File: config.mk
export PLATFORM = sky130hd
export DESIGN_NAME = adder_seq_ctrl
export DESIGN_NICKNAME = d
export VERILOG_FILES = /design/src/rtl/adder_seq_pkg.sv /design/src/rtl/adder_cla_8b.sv /design/src/rtl/adder_seq_ctrl.sv
export SDC_FILE = /design/constraint.sdc
export NUM_CORES = 1
export LEC_CHECK = 0
export BUFFER_PORTS_ARGS = -buffer_cell sky130_fd_sc_hd__clkbuf_2
export CAP_MARGIN = 20
export CORE_AREA = 4 4 105 107
export DETAILED_ROUTE_END_ITERATION = 10
export DIE_AREA = 0 0 109 111
export GPL_TIMING_DRIVEN = 0
export PLACE_DENSITY = 0.73
export SLEW_MARGIN = 20
export SYNTH_ARGS = -nofsm -noshare
export SYNTH_HDL_FRONTEND = slang
export SYNTH_SLANG_ARGS = --single-unit
File: constraint.sdc
create_clock -name i_clk -period 3.7 [get_ports i_clk]
set_clock_uncertainty 0.15 [all_clocks]
set_input_delay 0.185 -clock i_clk [delete_from_list [all_inputs] [get_ports i_clk]]
set_output_delay 0.185 -clock i_clk [all_outputs]
set_load 0.005 [all_outputs]
File: src/rtl/adder_seq_pkg.sv
// Shared definitions for the byte-serial adder/subtractor controller.
//   state_t         : controller FSM encoding (also visible on the debug port)
//   NBYTES_DEFAULT  : default operand width in bytes
package adder_seq_pkg;

  localparam int NBYTES_DEFAULT = 4;

  typedef enum logic [1:0] {
    IDLE = 2'd0,
    CALC = 2'd1,
    DONE = 2'd2
  } state_t;

endpackage

File: src/rtl/adder_cla_8b.sv
// 8-bit carry-lookahead adder, purely combinational.
//   i_a, i_b  : 8-bit addends
//   i_c_in    : carry-in
//   o_s       : 8-bit sum
//   o_c_out   : carry-out of bit 7
//   o_p, o_g  : group propagate / generate for cascading
module adder_cla_8b (
  input  logic [7:0] i_a,
  input  logic [7:0] i_b,
  input  logic       i_c_in,
  output logic [7:0] o_s,
  output logic       o_c_out,
  output logic       o_p,
  output logic       o_g
);

  logic [7:0] p;
  logic [7:0] g;
  logic [8:0] c;
  logic       gen_v;
  logic       prop_v;

  assign p = i_a ^ i_b;
  assign g = i_a & i_b;

  // Each carry is the flattened lookahead sum of products
  // g[i] | p[i]g[i-1] | ... | p[i..0]c_in, not a ripple chain.
  always_comb begin
    c      = '0;
    gen_v  = 1'b0;
    prop_v = 1'b0;
    c[0]   = i_c_in;
    for (int i = 0; i < 8; i++) begin
      gen_v  = g[i];
      prop_v = p[i];
      for (int j = i - 1; j >= 0; j--) begin
        gen_v  = gen_v | (prop_v & g[j]);
        prop_v = prop_v & p[j];
      end
      c[i+1] = gen_v | (prop_v & i_c_in);
    end
  end

  assign o_s     = p ^ c[7:0];
  assign o_c_out = c[8];
  assign o_p     = &p;
  // After the last loop iteration gen_v holds the carry-in-independent generate.
  assign o_g     = gen_v;

endmodule

File: src/rtl/adder_seq_ctrl.sv
// Byte-serial add/subtract controller. One byte slice per cycle through a
// single shared 8-bit CLA, LSB first; result held until the consumer takes it.
//   i_clk, i_rst_n        : clock, asynchronous active-low reset
//   i_valid / o_ready     : request handshake (taken in IDLE only)
//   i_sub, i_c_in, i_a/b  : operation, carry-in (add only), operands
//   o_valid / i_ready     : result handshake (held in DONE)
//   o_s, o_c_out, o_ovf,
//   o_zero                : result and flags
//   o_dbg_state           : current FSM state
//
// Handshakes: a transfer happens on a rising edge where valid and ready are
// both high; the producer holds its data stable while valid is high and
// ready is low. Request and result handshakes never complete on the same edge.
module adder_seq_ctrl
  import adder_seq_pkg::*;
#(
  parameter int NBYTES = NBYTES_DEFAULT
) (
  input  logic                  i_clk,
  input  logic                  i_rst_n,
  input  logic                  i_valid,
  output logic                  o_ready,
  input  logic                  i_sub,
  input  logic                  i_c_in,
  input  logic [8*NBYTES-1:0]   i_a,
  input  logic [8*NBYTES-1:0]   i_b,
  output logic                  o_valid,
  input  logic                  i_ready,
  output logic [8*NBYTES-1:0]   o_s,
  output logic                  o_c_out,
  output logic                  o_ovf,
  output logic                  o_zero,
  output state_t                o_dbg_state
);

  localparam int W  = 8 * NBYTES;
  localparam int IW = $clog2(NBYTES);
  localparam logic [IW-1:0] LAST_IDX = IW'(NBYTES - 1);

  state_t        state_q;
  logic [W-1:0]  a_q;
  logic [W-1:0]  b_q;      // already inverted for subtract
  logic [W-1:0]  s_q;
  logic          carry_q;
  logic [IW-1:0] idx_q;

  logic [7:0]    a_byte;
  logic [7:0]    b_byte;
  logic [7:0]    sum_byte;
  logic          cla_c_out;
  logic          cla_p_unused;
  logic          cla_g_unused;

  // Byte offset formed by concatenation so it cannot overflow the index width.
  assign a_byte = a_q[{idx_q, 3'b000} +: 8];
  assign b_byte = b_q[{idx_q, 3'b000} +: 8];

  adder_cla_8b u_cla (
    .i_a     (a_byte),
    .i_b     (b_byte),
    .i_c_in  (carry_q),
    .o_s     (sum_byte),
    .o_c_out (cla_c_out),
    .o_p     (cla_p_unused),
    .o_g     (cla_g_unused)
  );

  always_ff @(posedge i_clk or negedge i_rst_n) begin
    if (!i_rst_n) begin
      state_q <= IDLE;
      a_q     <= '0;
      b_q     <= '0;
      s_q     <= '0;
      carry_q <= 1'b0;
      idx_q   <= '0;
    end else begin
      case (state_q)
        IDLE: begin
          if (i_valid) begin
            a_q     <= i_a;
            b_q     <= i_sub ? ~i_b : i_b;
            carry_q <= i_sub ? 1'b1 : i_c_in;
            idx_q   <= '0;
            state_q <= CALC;
          end
        end
        CALC: begin
          s_q[{idx_q, 3'b000} +: 8] <= sum_byte;
          carry_q <= cla_c_out;
          if (idx_q == LAST_IDX) begin
            state_q <= DONE;    // index parks on the last byte
          end else begin
            idx_q <= idx_q + 1'b1;
          end
        end
        DONE: begin
          if (i_ready) begin
            state_q <= IDLE;
          end
        end
        default: state_q <= IDLE;
      endcase
    end
  end

  assign o_ready     = (state_q == IDLE);
  assign o_valid     = (state_q == DONE);
  assign o_s         = s_q;
  assign o_c_out     = carry_q;
  // Signed overflow: both addend MSBs agree but the result MSB does not.
  assign o_ovf       = (a_q[W-1] == b_q[W-1]) && (s_q[W-1] != a_q[W-1]);
  assign o_zero      = (s_q == '0);
  assign o_dbg_state = state_q;

endmodule

# [Word level (Yosys, flattened, before mapping)]
# Index checks and enable logic that the tools add are counted.
[classes] n_eq_ne=9 bitwise_logic=104 n_shift=4 n_addsub=2 mux=12 reduce_logical=8
[ops] cell="1-bit bitwise AND" count=64
[ops] cell="32-bit by 6-bit variable part select with 8-bit output" count=2
[ops] cell="1-bit OR" count=36
[ops] cell="32-bit bitwise mux" count=1
[ops] cell="32-bit zero test" count=1
[ops] cell="32-bit 2-to-1 mux" count=1
[ops] cell="32-bit NOT" count=1
[ops] cell="8-bit by 7-bit variable shift with 32-bit output, first input constant" count=1
[ops] cell="8-bit by 7-bit variable part select with 32-bit output" count=1
[ops] cell="8-bit bitwise XOR" count=2
[ops] cell="2-bit 2-to-1 mux" count=5
[ops] cell="8-bit bitwise AND" count=1
[ops] cell="5-bit negation with 7-bit output" count=1
[ops] cell="2-bit inequality test, second input constant" count=3
[ops] cell="2-bit one-hot mux with 3 select lines" count=1
[ops] cell="3-bit AND reduction" count=2
[ops] cell="2-bit == test, second input constant" count=2
[ops] cell="2-bit one-hot mux with 2 select lines" count=1
[ops] cell="2-bit AND reduction" count=2
[ops] cell="2-bit by 1-bit adder with 2-bit output, second input constant" count=1
[ops] cell="2-bit by 1-bit == test with 1-bit output, second input constant" count=1
[ops] cell="2-bit zero test" count=1
[ops] cell="1-bit 2-to-1 mux" count=2
[ops] cell="2-bit by 1-bit inequality test with 1-bit output, second input constant" count=1
[ops] cell="other kinds (5)" count=5
[word_totals] regBits=101 word_cells=145

# [Logic depth before layout (Yosys ltp)]
# Gate-level depths: netlist (run 1).
[depth] ltp_word=13 ltp_mapped=8 ltp_nobuf=6

# [Modules after synthesis]
# From an unflattened synthesis (run 1), not the netlist that was laid out.
[hier_totals] cells_unflattened=393 area_unflattened_um2=4959.8
[by_module_without_submodules] module="adder_seq_ctrl" cells_per_inst=348 area_each_um2=4576.9 n_inst=1 seq_area_each_um2=2527.4
[by_module_without_submodules] module="adder_cla_8b" cells_per_inst=45 area_each_um2=382.9 n_inst=1 seq_area_each_um2=0.0

# [Least setup slack after synthesis (run 1)]
# Ideal clock, no wire load.
[synth_path] path_type="flip-flop to flip-flop" from="register idx_q[1]" to="register s_q[14] (netlist: o_s[14])" setup_slack_ns=0.905 path_stages_with_launch=9 path_buffers=2 setup_ns=0.143 t_required_ns=3.407 arrival_time_ns=2.502 cell_sequence="dfrtp_1 > clkbuf_1 > buf_2 > mux4_2 > ha_1 > a21oi_1 > a21boi_0 > nor4_1 > o31ai_1"
[synth_via] elab_chain_len=13 elab_cells_between_ends=86
[synth_lines] item="start: declaration" line_no="adder_seq_ctrl.sv:45" rtl="logic [IW-1:0] idx_q;"
[synth_lines] item="start signal: assignment" line_no="adder_seq_ctrl.sv:93" rtl="idx_q <= idx_q + 1'b1;"
[synth_lines] item="32-bit by 6-bit variable part select with 8-bit output (on tied branches)" line_no="adder_seq_ctrl.sv:55, adder_seq_ctrl.sv:56"
[synth_lines] item="8-bit bitwise XOR / 8-bit bitwise AND (equally long branches)" line_no="adder_cla_8b.sv:23, adder_cla_8b.sv:24"
[synth_lines] item="1-bit bitwise AND (on tied branches)" line_no="adder_cla_8b.sv:37, adder_cla_8b.sv:38"
[synth_lines] item="1-bit OR, or another cell as far along (5 in a row)" line_no="adder_cla_8b.sv:37" rtl="gen_v = gen_v | (prop_v & g[j]);"
[synth_lines] item="1-bit OR / 1-bit bitwise AND (equally long branches)" line_no="adder_cla_8b.sv:37, adder_cla_8b.sv:40"
[synth_lines] item="1-bit OR" line_no="adder_cla_8b.sv:40" rtl="c[i+1] = gen_v | (prop_v & i_c_in);"
[synth_lines] item="8-bit bitwise XOR" line_no="adder_cla_8b.sv:44" rtl="assign o_s = p ^ c[7:0];"
[synth_lines] item="8-bit by 7-bit variable part select with 32-bit output" line_no="adder_seq_ctrl.sv:88" rtl="s_q[{idx_q, 3'b000} +: 8] <= sum_byte;"
[synth_lines] item="32-bit bitwise mux (*)" line_no="adder_seq_ctrl.sv:88"
[synth_lines] item="end signal: indexed assignment" line_no="adder_seq_ctrl.sv:88"
[synth_lines] item="end: declaration" line_no="adder_seq_ctrl.sv:43" rtl="logic [W-1:0] s_q;"
# Mark *: on every way between the ends. The rest lies on a longest branch, timed or not.
# A chain may end at the register's enable or synchronous reset.

# [Worst setup path in the final report (run 1)]
[layout_path] from="register idx_q[1]" to="register s_q[15] (netlist: o_s[15])"
# The elaborated chain is that of the path after synthesis.

==> flow_summary.html, run 1 <==
<table>
<tr><th>Metric</th><th>Value</th></tr>
<tr><th colspan="2">Logic synthesis</th></tr>
<tr><td>Post-synthesis sequential element count</td><td>101</td></tr>
<tr><td>Cells taking the most area after synthesis</td><td>dfrtp_1 (51%), mux2_2 (7.3%), mux4_2 (7.3%)</td></tr>
<tr><td>Instance count of the mapped netlist</td><td>409</td></tr>
<tr><td>Async SR Flop Fraction</td><td>1.000</td></tr>
<tr><td>Sequential fraction of the synthesis area</td><td>0.5135</td></tr>
<tr><td>Netlist area before placement</td><td>approximately 0.005 mm^2</td></tr>
<tr><td>Top-count cell post-synth</td><td>dfrtp_1</td></tr>
<tr><td>Warnings, synthesis</td><td>0</td></tr>
<tr><td>Post-synth top cells</td><td>dfrtp_1 (101), nor2_1 (40), a21oi_1 (37)</td></tr>
<tr><td>Post-synth net total</td><td>494</td></tr>
<tr><td>Library cells used by synthesis</td><td>41</td></tr>
<tr><td>Syn avg cell area</td><td>12.03 um^2</td></tr>
<tr><td>Number of flops mapped to enable cells by yosys</td><td>0</td></tr>
<tr><td>Top_reg_cell synth</td><td>dfrtp_1</td></tr>
<tr><td>Synth top area share</td><td>0.5135</td></tr>
<tr><td>Post-synth top area cell</td><td>dfrtp_1</td></tr>
<tr><th colspan="2">Clocking</th></tr>
<tr><td>Clk pin slew, worst setup/hold paths</td><td>0.10 ns</td></tr>
<tr><td>Insertion delay of the later-clocked pin in the worst-skew pair</td><td>0.38 ns</td></tr>
<tr><td>Clock tree from TritonCTS</td><td>done</td></tr>
<tr><td>Count of clock tree sinks</td><td>101</td></tr>
<tr><td>Post-CTS setup buffer count</td><td>0</td></tr>
<tr><td>CTS Buffer Depth</td><td>2</td></tr>
<tr><td>Depth of the CTS H-tree</td><td>3</td></tr>
<tr><td>Root Buffer Master</td><td>clkbuf_8</td></tr>
<tr><td>Clock buffer count from CTS</td><td>9</td></tr>
<tr><th colspan="2">Routing</th></tr>
<tr><td>Via total after detailed routing</td><td>a little under 4000</td></tr>
<tr><td>Ratio of routed vias to standard cells</td><td>about 5.4</td></tr>
<tr><td>Number of routed nets with antenna violations</td><td>0</td></tr>
<tr><td># DRC</td><td>0</td></tr>
<tr><td>Aggregate routed wire length</td><td>roughly 13000 um</td></tr>
<tr><td>First-pass DRT Iterations</td><td>4</td></tr>
<tr><td>Drt first-iter violations</td><td>202</td></tr>
<tr><td>Average wire per cell in the routed design</td><td>17.50 um</td></tr>
<tr><th colspan="2">Worst setup path</th></tr>
<tr><td>Data required time at the worst endpoint</td><td>3.78 ns</td></tr>
<tr><td>Most common cell type on the critical path</td><td>a21oi_1</td></tr>
<tr><td>Worst path buffer plus inverter count</td><td>2</td></tr>
<tr><td>Critical path class</td><td>flop to flop</td></tr>
<tr><td>Critical Path, Cell by Cell</td><td>clkbuf_1 -&gt; buf_2 -&gt; mux4_2 -&gt; ha_1 -&gt; a21oi_1 -&gt; a21oi_1 -&gt; nor4_1 -&gt; o31ai_1</td></tr>
<tr><td>CP max-delay cell</td><td>nor4_1</td></tr>
<tr><td>Crit-path max FO</td><td>10</td></tr>
<tr><td>CP startpoint kind</td><td>flop</td></tr>
<tr><td>Data arrival time of the worst path</td><td>3.62 ns</td></tr>
<tr><td>Family with the most delay on the worst path</td><td>buffers and inverters</td></tr>
<tr><td>Launch instance of the worst register-to-register path</td><td>idx_q[1]$_DFFE_PN0P_</td></tr>
<tr><td>Critical path capture point type</td><td>flop</td></tr>
<tr><td>Largest stage delay on the critical path</td><td>0.71 ns</td></tr>
<tr><td>Launching element of the worst setup path</td><td>idx_q[1]$_DFFE_PN0P_</td></tr>
<tr><th colspan="2">Flow run</th></tr>
<tr><td>Number of max-cap violations</td><td>0</td></tr>
<tr><th colspan="2">Layout</th></tr>
<tr><td>Fin nets</td><td>679</td></tr>
<tr><td>Area growth from synthesis to layout</td><td>32.89%</td></tr>
<tr><td>Share of cells above drive strength 1</td><td>0.3194</td></tr>
<tr><td>Area used by multi-input combinational logic</td><td>0.002278 mm^2</td></tr>
<tr><td>Inserted Diodes</td><td>0</td></tr>
<tr><td>Storage cell area</td><td>0.002527 mm^2</td></tr>
<tr><td>Post-route core utilization</td><td>0.6452</td></tr>
<tr><td>Count of fill cells added during filler insertion</td><td>814</td></tr>
<tr><th colspan="2">Floorplanning</th></tr>
<tr><td>Die area</td><td>around 0.012 mm^2</td></tr>
<tr><td>Chip Height</td><td>roughly 110 um</td></tr>
<tr><td>Die extent in x</td><td>109 um</td></tr>
<tr><td>Number of primary I/O pins</td><td>around 110</td></tr>
<tr><td>Placeable core region</td><td>0.01014 mm^2</td></tr>
<tr><td>Initial Utilization</td><td>0.4855</td></tr>
<tr><td>Standard-cell rows</td><td>37</td></tr>
<tr><th colspan="2">Timing</th></tr>
<tr><td>Count of pins over their slew limit</td><td>0</td></tr>
<tr><td>Setup violation total in the final timing report</td><td>0</td></tr>
<tr><td>Number of endpoints with negative hold slack in the final report</td><td>0</td></tr>
<tr><td>Final worst path period need</td><td>3.539 ns</td></tr>
<tr><td>Post-route setup TNS</td><td>0 ns</td></tr>
<tr><td>Max-Slew Margin vs Limit</td><td>0.4329</td></tr>
<tr><td>Unrepaired setup endpoints after global routing</td><td>false</td></tr>
<tr><td>Highest attainable clock frequency</td><td>282.6 MHz</td></tr>
<tr><td>Least-Margin Pin Slew</td><td>0.8375 ns</td></tr>
<tr><td>Final period utilization</td><td>0.9564</td></tr>
<tr><th colspan="2">Placed design</th></tr>
<tr><td>Routability congestion estimate</td><td>0.9010</td></tr>
<tr><td>Placed wire-length estimate after detailed placement</td><td>8854 um</td></tr>
<tr><td>Count of port buffers added during placement</td><td>107</td></tr>
<tr><th colspan="2">Power and ir drop</th></tr>
<tr><td>Cell area power density</td><td>938.5 mW/mm^2</td></tr>
<tr><td>LEAKAGE</td><td>2.949 nW</td></tr>
<tr><td>VDD IR max</td><td>0.6071 mV</td></tr>
<tr><th colspan="2">Global routing</th></tr>
<tr><td>Largest net degree at the start of global routing</td><td>82</td></tr>
<tr><td>Leftover overflow at the end of global routing</td><td>0</td></tr>
<tr><td>Number of antenna violations at the first check in global routing</td><td>0</td></tr>
<tr><td>First-pass GRT wire length</td><td>between 20000 and 25000 um</td></tr>
<tr><td>Via count of the first global-routing pass</td><td>4257</td></tr>
<tr><td>Total routing usage reported by global routing</td><td>0.2237</td></tr>
<tr><th colspan="2">Outcome</th></tr>
<tr><td>Status</td><td>finished, final reports clean</td></tr>
<tr><th colspan="2">Worst hold path</th></tr>
<tr><td>Worst Hold Class</td><td>input port to async pin</td></tr>
</table>
timing repair:
item / 4_1_cts / 5_1_grt
gates resized for setup: 0 / 1
setup endpoints to repair: 0 / 4
hold buffers: 66 / 0
hold endpoints to repair: 166 / 0
layout make-up:
class	instances	area share
plain buffers	20	0.01530
repair buffers	174	0.1884
multi-input cells	282	0.3483
flip-flops and latches	101	0.3864
inverters	6	0.003443
well taps	136	0.02601
clock buffers	9	0.01894
clock inverters	6	0.01320
worst register-to-register path, cell delays in order, from the launching register on:
cell	delay [ns]
dfrtp_1	0.42
clkbuf_1	0.46
buf_2	0.37
mux4_2	0.37
ha_1	0.40
a21oi_1	0.25
a21oi_1	0.13
nor4_1	0.71
o31ai_1	0.16
cell families (layout without fill, tap and decap cells):
group / count (synthesis) / count (layout) / synth area share
AOI/OAI and AO/OA: 88 / 88 / 0.1207
xor gates and xnor gates: 34 / 34 / 0.06050
adders and majority gates: 15 / 15 / 0.03965
buffers and inverters: 26 / 215 / 0.02491
DFF: 101 / 101 / 0.5135
muxes: 49 / 49 / 0.1485
and+or+nand+nor: 96 / 96 / 0.09227
cells in the final DEF (no fill, tap or decap), drive strengths merged, types with 14 or more instances in the layout:
cell,count
mux4,16
a22o,21
ha,14
nand2,24
dlygate4sd3,66
buf,16
clkbuf,121
mux2,32
dfrtp,101
xnor2,34
nor2,40
a21oi,37
per-layer routing:
| metal | part of all wire | track usage | vias to the layer above |
|---|---|---|---|
| li1 | - | - | 1860 |
| met1 | 0.40 | 0.2743 | 1956 |
| met2 | 0.52 | 0.3780 | 120 |
| met3 | 0.049 | 0.04659 | 33 |
| met4 | 0.033 | 0.09428 | 0 |
| met5 | 0 | 0 | - |
final timing paths:
path | cells after the start | endpoint | slack [ns]
setup reg to reg | 8 | o_s[15]$_DFFE_PN0P_ | 0.16
max in group asynchronous | 3 | b_q[30]$_DFFE_PN0P_ | 2.67
setup / recovery | 8 | o_s[15]$_DFFE_PN0P_ | 0.16
hold reg to reg | 1 | a_q[28]$_DFFE_PN0P_ | 0.36
min in group i_clk | 5 | o_c_out$_DFFE_PN0P_ | 0.10
hold / removal | 2 | a_q[3]$_DFFE_PN0P_ | 0.09
state kept, by name, indices dropped and copies added, names as in the netlist:
signal / count
a_q: 32
b_q: 32
idx_q: 2
o_c_out: 1
o_dbg_state: 2
o_s: 32
where the power goes:
group / internal, W / total (W) / switching [W]
Clock: 0.000377 / 0.000761 / 0.000384
Combinational: 0.00150 / 0.00344 / 0.00193
Sequential: 0.00160 / 0.00194 / 0.000345
metrics by stage:
stage	hold WS [ns]	worst slack (ns)	total power (W)	instance area [um^2]	cells
2_1_floorplan	-0.2606	0.9047	0.004213	4922	409
3_3_place_gp	0.2680	0.1713	0.005168	5628	652
3_5_place_dp	-0.08243	0.1305	0.005256	5664	653
4_1_cts	0.09412	0.1088	0.006085	6535	734
5_1_grt	0.1163	0.009509	0.006577	6541	734
6_report	0.09110	0.1613	0.006139	6541	734
Note: power is estimated with default switching activity, not from simulation.
==> run 2: changes to the inputs <==
--- a/config.mk
+++ b/config.mk
@@ -8,10 +8,12 @@
 export BUFFER_PORTS_ARGS = -buffer_cell sky130_fd_sc_hd__clkbuf_2
 export CAP_MARGIN = 20
 export CORE_AREA = 4 4 105 107
+export CTS_CLUSTER_SIZE = 28
 export DETAILED_ROUTE_END_ITERATION = 10
 export DIE_AREA = 0 0 109 111
 export GPL_TIMING_DRIVEN = 0
 export PLACE_DENSITY = 0.73
+export RECOVER_POWER = 100
 export SLEW_MARGIN = 20
 export SYNTH_ARGS = -nofsm -noshare
 export SYNTH_HDL_FRONTEND = slang
==> flow_summary.html, run 2 (synthesis gave the netlist of run 1 again) <==
<table>
<tr><th>Metric</th><th>Value</th></tr>
<tr><th colspan="2">Outcome</th></tr>
<tr><td>Status</td><td>finished, violations left</td></tr>
<tr><td>Failing checks</td><td>capacitance limit, slew limit</td></tr>
<tr><th colspan="2">Floorplanning</th></tr>
<tr><td>Placeable core region</td><td>0.01014 mm^2</td></tr>
<tr><td>Chip Height</td><td>~110 um</td></tr>
<tr><td>Standard-cell rows</td><td>37</td></tr>
<tr><td>Number of primary I/O pins</td><td>109</td></tr>
<tr><td>Initial Utilization</td><td>0.4855</td></tr>
<tr><td>Die extent in x</td><td>109 um</td></tr>
<tr><td>Die area</td><td>0.01210 mm^2</td></tr>
<tr><th colspan="2">Placed design</th></tr>
<tr><td>Routability congestion estimate</td><td>0.9010</td></tr>
<tr><td>Placed wire-length estimate after detailed placement</td><td>8854 um</td></tr>
<tr><td>Count of port buffers added during placement</td><td>107</td></tr>
<tr><td>Worst slack after detailed placement</td><td>0.1305 ns</td></tr>
<tr><th colspan="2">Clocking</th></tr>
<tr><td>Clock tree from TritonCTS</td><td>done</td></tr>
<tr><td>Post-CTS setup buffer count</td><td>0</td></tr>
<tr><td>Count of clock tree sinks</td><td>101</td></tr>
<tr><td>Depth of the CTS H-tree</td><td>3</td></tr>
<tr><td>CTS Buffer Depth</td><td>2</td></tr>
<tr><td>Insertion delay of the later-clocked pin in the worst-skew pair</td><td>between 0.3 and 0.4 ns</td></tr>
<tr><td>Clk pin slew, worst setup/hold paths</td><td>0.10 ns</td></tr>
<tr><td>Clock buffer count from CTS</td><td>9</td></tr>
<tr><td>Root Buffer Master</td><td>clkbuf_8</td></tr>
<tr><th colspan="2">Timing</th></tr>
<tr><td>Post-route setup TNS</td><td>0 ns</td></tr>
<tr><td>Number of endpoints with negative hold slack in the final report</td><td>0</td></tr>
<tr><td>Count of pins over their slew limit</td><td>82</td></tr>
<tr><td>Min setup slack post-route</td><td>0.1457 ns</td></tr>
<tr><td>Setup violation total in the final timing report</td><td>0</td></tr>
<tr><td>Final period utilization</td><td>0.9606</td></tr>
<tr><td>Unrepaired setup endpoints after global routing</td><td>false</td></tr>
<tr><td>Max-Slew Margin vs Limit</td><td>-0.1681</td></tr>
<tr><td>Final worst path period need</td><td>~3.6 ns</td></tr>
<tr><td>Least-Margin Pin Slew</td><td>1.752 ns</td></tr>
<tr><td>Highest attainable clock frequency</td><td>281.4 MHz</td></tr>
<tr><th colspan="2">Routing</th></tr>
<tr><td>Average wire per cell in the routed design</td><td>17.52 um</td></tr>
<tr><td>First-pass DRT Iterations</td><td>5</td></tr>
<tr><td># DRC</td><td>0</td></tr>
<tr><td>Drt first-iter violations</td><td>192</td></tr>
<tr><td>Number of routed nets with antenna violations</td><td>0</td></tr>
<tr><td>Via total after detailed routing</td><td>3966</td></tr>
<tr><td>Aggregate routed wire length</td><td>approximately 13000 um</td></tr>
<tr><td>Ratio of routed vias to standard cells</td><td>between 5 and 6</td></tr>
<tr><th colspan="2">Layout</th></tr>
<tr><td>Count of fill cells added during filler insertion</td><td>829</td></tr>
<tr><td>Inserted Diodes</td><td>0</td></tr>
<tr><td>Commonest non-fill, non-tap cells in the layout</td><td>dfrtp_1 (101), clkbuf_2 (93), dlygate4sd3_1 (66)</td></tr>
<tr><td>Area used by multi-input combinational logic</td><td>0.002278 mm^2</td></tr>
<tr><td>Area growth from synthesis to layout</td><td>31.55%</td></tr>
<tr><td>Storage cell area</td><td>0.002527 mm^2</td></tr>
<tr><td>Commonest non-fill, non-tap cell in the layout</td><td>dfrtp_1</td></tr>
<tr><td>Fin nets</td><td>around 680</td></tr>
<tr><td>Share of cells above drive strength 1</td><td>0.2759</td></tr>
<tr><th colspan="2">Worst setup path</th></tr>
<tr><td>Register-to-Register Path Depth</td><td>8</td></tr>
<tr><td>Data arrival time of the worst path</td><td>3.64 ns</td></tr>
<tr><td>Launch instance of the worst register-to-register path</td><td>idx_q[1]$_DFFE_PN0P_</td></tr>
<tr><td>Launching element of the worst setup path</td><td>idx_q[1]$_DFFE_PN0P_</td></tr>
<tr><td>CP max-delay cell</td><td>nor4_1</td></tr>
<tr><td>Critical path class</td><td>flop to flop</td></tr>
<tr><td>Largest stage delay on the critical path</td><td>around 0.71 ns</td></tr>
<tr><td>CP startpoint kind</td><td>flop</td></tr>
<tr><td>Crit-path max FO</td><td>10</td></tr>
<tr><td>RR Endpoint</td><td>o_s[15]$_DFFE_PN0P_</td></tr>
<tr><td>Data required time at the worst endpoint</td><td>3.78 ns</td></tr>
<tr><td>Critical path capture point type</td><td>flop</td></tr>
<tr><td>Most common cell type on the critical path</td><td>a21oi_1</td></tr>
<tr><td>Register-to-register setup slack</td><td>0.15 ns</td></tr>
<tr><td>CP Capture Point</td><td>o_s[15]$_DFFE_PN0P_</td></tr>
<tr><td>Critical Path, Cell by Cell</td><td>clkbuf_1 -&gt; buf_2 -&gt; mux4_2 -&gt; ha_1 -&gt; a21oi_1 -&gt; a21oi_1 -&gt; nor4_1 -&gt; o31ai_1</td></tr>
<tr><th colspan="2">Power and ir drop</th></tr>
<tr><td>VDD IR max</td><td>0.6040 mV</td></tr>
<tr><td>LEAKAGE</td><td>around 2.9 nW</td></tr>
<tr><td>Cell area power density</td><td>approximately 940 mW/mm^2</td></tr>
<tr><th colspan="2">Global routing</th></tr>
<tr><td>Total routing usage reported by global routing</td><td>0.2237</td></tr>
<tr><td>Leftover overflow at the end of global routing</td><td>0</td></tr>
<tr><td>Via count of the first global-routing pass</td><td>approximately 4300</td></tr>
<tr><td>First-pass GRT wire length</td><td>between 20000 and 25000 um</td></tr>
<tr><td>Largest net degree at the start of global routing</td><td>82</td></tr>
<tr><td>Number of antenna violations at the first check in global routing</td><td>0</td></tr>
<tr><th colspan="2">Worst hold path</th></tr>
<tr><td>Worst Hold Class</td><td>input port to flop</td></tr>
<tr><td>Worst Hold Depth</td><td>5</td></tr>
<tr><th colspan="2">Flow run</th></tr>
<tr><td>Number of max-cap violations</td><td>1</td></tr>
</table>
==> run 2: report_power, final <==
group	leakage (nW)	total, W	internal (W)	switching [W]
combinational	1.53	0.00339	0.00146	0.00193
clock	0.105	0.000760	0.000377	0.000383
sequential	1.22	0.00194	0.00160	0.000343
==> run 2: area by class of cell <==
class,instances,area share
multi-input combinational,282,0.3519
tap,136,0.02628
buffer,20,0.01275
inverter,6,0.003478
sequential,101,0.3903
timing repair buffer,174,0.1828
clock inverter,6,0.01333
clock buffer,9,0.01913
==> run 2: what timing repair did <==
item / CTS / global route
hold buffers: 66 / 0
gates resized for setup: 0 / 1
endpoints found under the setup margin: 0 / 4
hold endpoints to repair: 166 / 0
==> run 2: critical path, delay by kind of cell, from the launching register on <==
kind	cells	cell delay, ns
mux	1	0.37
fa+ha+maj	1	0.40
flops	1	0.42
buf+inv	2	0.82
compound gates	3	0.53
simple gates	1	0.71
==> run 2: metal layers <==
metal	track usage	share of wire
met1	0.2743	0.40
met2	0.3780	0.52
met3	0.04659	0.049
met4	0.09428	0.029
met5	0	0
==> run 2: how the worst min path moves through the flow <==
stage             from                   to  slack, ns
4_1_cts         i_c_in  o_c_out$_DFFE_PN0P_       0.09
2_1_floorplan  i_rst_n   a_q[0]$_DFFE_PN0P_      -0.26
6_report        i_c_in  o_c_out$_DFFE_PN0P_       0.09
3_3_place_gp   i_a[17]  a_q[17]$_DFFE_PN0P_       0.27
5_1_grt         i_c_in  o_c_out$_DFFE_PN0P_       0.17
3_5_place_dp   i_rst_n   a_q[1]$_DFFE_PN0P_      -0.08
==> run 2: metrics by stage <==
step / utilization / power (W) / std cells / hold slack, ns / area (um^2)
final: 0.6387 / 0.006093 / 734 / 0.09134 / 6475
after global routing: 0.6387 / 0.006537 / 734 / 0.1735 / 6475
after CTS: 0.6446 / 0.006085 / 734 / 0.09412 / 6535
after detailed placement: 0.5587 / 0.005256 / 653 / -0.08243 / 5664
after global placement: 0.5551 / 0.005168 / 652 / 0.2680 / 5628
after floorplan: - / 0.004213 / 409 / -0.2606 / 4922
==> run 3: changes to the inputs <==
--- a/config.mk
+++ b/config.mk
@@ -8,6 +8,7 @@
 export BUFFER_PORTS_ARGS = -buffer_cell sky130_fd_sc_hd__clkbuf_2
 export CAP_MARGIN = 20
 export CORE_AREA = 4 4 105 107
+export CTS_BUF_LIST = sky130_fd_sc_hd__clkbuf_2
 export CTS_CLUSTER_SIZE = 28
 export DETAILED_ROUTE_END_ITERATION = 10
 export DIE_AREA = 0 0 109 111
==> flow_summary.html, run 3 (synthesis gave the netlist of run 1 again) <==
<table>
<tr><th>Metric</th><th>Value</th></tr>
<tr><th colspan="2">Floorplanning</th></tr>
<tr><td>Placeable core region</td><td>0.01014 mm^2</td></tr>
<tr><td>Initial Utilization</td><td>0.4855</td></tr>
<tr><td>Die extent in x</td><td>about 110 um</td></tr>
<tr><td>Standard-cell rows</td><td>37</td></tr>
<tr><td>Die area</td><td>about 0.012 mm^2</td></tr>
<tr><td>Chip Height</td><td>111 um</td></tr>
<tr><td>Number of primary I/O pins</td><td>109</td></tr>
<tr><th colspan="2">Clocking</th></tr>
<tr><td>Count of clock tree sinks</td><td>101</td></tr>
<tr><td>Insertion delay of the later-clocked pin in the worst-skew pair</td><td>0.58 ns</td></tr>
<tr><td>Clock buffer count from CTS</td><td>9</td></tr>
<tr><td>Depth of the CTS H-tree</td><td>3</td></tr>
<tr><td>Post-CTS setup buffer count</td><td>0</td></tr>
<tr><td>CTS Buffer Depth</td><td>2</td></tr>
<tr><td>Clk pin slew, worst setup/hold paths</td><td>0.26 ns</td></tr>
<tr><td>Root Buffer Master</td><td>clkbuf_2</td></tr>
<tr><td>Clock tree from TritonCTS</td><td>done</td></tr>
<tr><th colspan="2">Global routing</th></tr>
<tr><td>First-pass GRT wire length</td><td>20890 um</td></tr>
<tr><td>Total routing usage reported by global routing</td><td>0.2227</td></tr>
<tr><td>Via count of the first global-routing pass</td><td>~4200</td></tr>
<tr><td>Largest net degree at the start of global routing</td><td>82</td></tr>
<tr><td>Leftover overflow at the end of global routing</td><td>0</td></tr>
<tr><td>Number of antenna violations at the first check in global routing</td><td>1</td></tr>
<tr><th colspan="2">Layout</th></tr>
<tr><td>Area growth from synthesis to layout</td><td>31.06%</td></tr>
<tr><td>Commonest non-fill, non-tap cell in the layout</td><td>clkbuf_2</td></tr>
<tr><td>Fin nets</td><td>683</td></tr>
<tr><td>Storage cell area</td><td>0.002527 mm^2</td></tr>
<tr><td>Count of fill cells added during filler insertion</td><td>830</td></tr>
<tr><td>Share of cells above drive strength 1</td><td>0.2757</td></tr>
<tr><td>Area used by multi-input combinational logic</td><td>0.002285 mm^2</td></tr>
<tr><td>Commonest non-fill, non-tap cells in the layout</td><td>clkbuf_2 (103), dfrtp_1 (101), dlygate4sd3_1 (70)</td></tr>
<tr><th colspan="2">Timing</th></tr>
<tr><td>Unrepaired setup endpoints after global routing</td><td>false</td></tr>
<tr><td>Count of pins over their slew limit</td><td>82</td></tr>
<tr><td>Post-route setup TNS</td><td>0 ns</td></tr>
<tr><td>Setup violation total in the final timing report</td><td>0</td></tr>
<tr><td>Highest attainable clock frequency</td><td>just under 300 MHz</td></tr>
<tr><td>Least-Margin Pin Slew</td><td>slightly below 2 ns</td></tr>
<tr><td>Number of endpoints with negative hold slack in the final report</td><td>0</td></tr>
<tr><td>Final period utilization</td><td>0.9303</td></tr>
<tr><td>Final worst path period need</td><td>3.442 ns</td></tr>
<tr><td>Final Hold Slack</td><td>between 0.03 and 0.04 ns</td></tr>
<tr><td>Max-Slew Margin vs Limit</td><td>-0.3024</td></tr>
<tr><th colspan="2">Flow run</th></tr>
<tr><td>Number of max-cap violations</td><td>1</td></tr>
<tr><th colspan="2">Routing</th></tr>
<tr><td>Number of routed nets with antenna violations</td><td>0</td></tr>
<tr><td>First-pass DRT Iterations</td><td>5</td></tr>
<tr><td>Aggregate routed wire length</td><td>12920 um</td></tr>
<tr><td>Average wire per cell in the routed design</td><td>17.48 um</td></tr>
<tr><td># DRC</td><td>0</td></tr>
<tr><td>Ratio of routed vias to standard cells</td><td>5.357</td></tr>
<tr><td>Drt first-iter violations</td><td>approximately 180</td></tr>
<tr><td>Via total after detailed routing</td><td>between 3000 and 4000</td></tr>
<tr><th colspan="2">Worst setup path</th></tr>
<tr><td>Critical path class</td><td>flop to flop</td></tr>
<tr><td>Register-to-register setup slack</td><td>0.26 ns</td></tr>
<tr><td>Data arrival time of the worst path</td><td>3.80 ns</td></tr>
<tr><td>Launch instance of the worst register-to-register path</td><td>idx_q[1]$_DFFE_PN0P_</td></tr>
<tr><td>RR Endpoint</td><td>o_s[14]$_DFFE_PN0P_</td></tr>
<tr><td>CP startpoint kind</td><td>flop</td></tr>
<tr><td>Crit-path max FO</td><td>10</td></tr>
<tr><td>Register-to-Register Path Depth</td><td>8</td></tr>
<tr><td>Critical path capture point type</td><td>flop</td></tr>
<tr><td>Data required time at the worst endpoint</td><td>4.06 ns</td></tr>
<tr><th colspan="2">Power and ir drop</th></tr>
<tr><td>Power after layout</td><td>0.005948 W</td></tr>
<tr><td>LEAKAGE</td><td>about 2.9 nW</td></tr>
<tr><td>VDD IR max</td><td>roughly 0.55 mV</td></tr>
<tr><td>Cell area power density</td><td>slightly above 900 mW/mm^2</td></tr>
<tr><th colspan="2">Worst hold path</th></tr>
<tr><td>Worst Hold Depth</td><td>5</td></tr>
<tr><td>Worst Hold Class</td><td>input port to flop</td></tr>
<tr><td>Start point of the worst hold path</td><td>i_sub</td></tr>
<tr><td>Worst Hold End</td><td>o_c_out$_DFFE_PN0P_</td></tr>
<tr><th colspan="2">Outcome</th></tr>
<tr><td>Failing checks</td><td>capacitance limit, slew limit</td></tr>
<tr><td>Status</td><td>finished, violations left</td></tr>
<tr><th colspan="2">Placed design</th></tr>
<tr><td>Routability congestion estimate</td><td>0.9010</td></tr>
<tr><td>Placed wire-length estimate after detailed placement</td><td>8854 um</td></tr>
<tr><td>Count of port buffers added during placement</td><td>107</td></tr>
</table>
-- run 3: cell count changes in the layout (fill, tap and decap cells not counted) --
cell	before	now
clkbuf_2	93	103
clkdlybuf4s25_1	0	1
dlygate4sd3_1	66	70
clkbuf_1	26	25
nor4_1	10	9
clkbuf_8	9	0
nor4_2	1	2
diode_2	0	1
buf_2	7	6
-- run 3: repair_timing --
item	4_1_cts	5_1_grt
endpoints found under the setup margin	0	5
hold buffers	70	0
gates resized for setup	0	2
hold endpoints to repair	167	0
-- run 3: critical path: stages (launching register included) --
cell and delay (ns):
dfrtp_1 0.47, clkbuf_1 0.48, buf_2 0.36, mux4_2 0.37
ha_1 0.40, a21oi_1 0.25, a21boi_0 0.22, o31a_1 0.40
o31ai_1 0.28
-- run 3: per-stage QoR --
stage	instances	util	instance area, um^2	worst slack (ns)
2_1_floorplan	409	-	4922	0.9047
3_3_place_gp	652	0.5551	5628	0.1713
3_5_place_dp	653	0.5587	5664	0.1305
4_1_cts	738	0.6408	6496	0.09058
5_1_grt	739	0.6363	6451	0.07115
6_report	739	0.6363	6451	0.2579
-- run 3: area by class of cell --
class	count	area share
Antenna cell	1	0.0003879
Buffer	20	0.01280
Clock buffer	9	0.006982
Clock inverter	6	0.01338
Inverter	6	0.003491
Multi-Input combinational cell	282	0.3542
Sequential cell	101	0.3918
Tap cell	136	0.02638
Timing Repair Buffer	178	0.1907
-- run 3: worst max-delay path by stage --
stage	from	to	slack (ns)	cells past startpoint
detailed placement	idx_q[1]$_DFFE_PN0P_	o_s[14]$_DFFE_PN0P_	0.13	8
finish	idx_q[1]$_DFFE_PN0P_	o_s[14]$_DFFE_PN0P_	0.26	8
global placement	idx_q[1]$_DFFE_PN0P_	o_s[14]$_DFFE_PN0P_	0.17	8
global route	idx_q[1]$_DFFE_PN0P_	o_s[6]$_DFFE_PN0P_	0.07	8
CTS	idx_q[1]$_DFFE_PN0P_	o_s[6]$_DFFE_PN0P_	0.09	8
floorplan	idx_q[1]$_DFFE_PN0P_	o_s[14]$_DFFE_PN0P_	0.90	8
-- run 3: where the power goes --
| group | internal, W | switching, W | leakage (nW) | total (W) |
|---|---|---|---|---|
| clock | 0.000220 | 0.000364 | 0.0782 | 0.000584 |
| combinational | 0.00148 | 0.00194 | 1.55 | 0.00342 |
| sequential | 0.00159 | 0.000349 | 1.22 | 0.00194 |
| total | 0.00329 | 0.00266 | 2.85 | 0.00595 |
-- run 3: layer usage --
metal  track usage  share of wire  wire (um)
met3       0.03727          0.042        548
met2        0.3866           0.53       6803
met4       0.08081          0.022        286
met5             0              0          0
met1        0.2754           0.41       5278
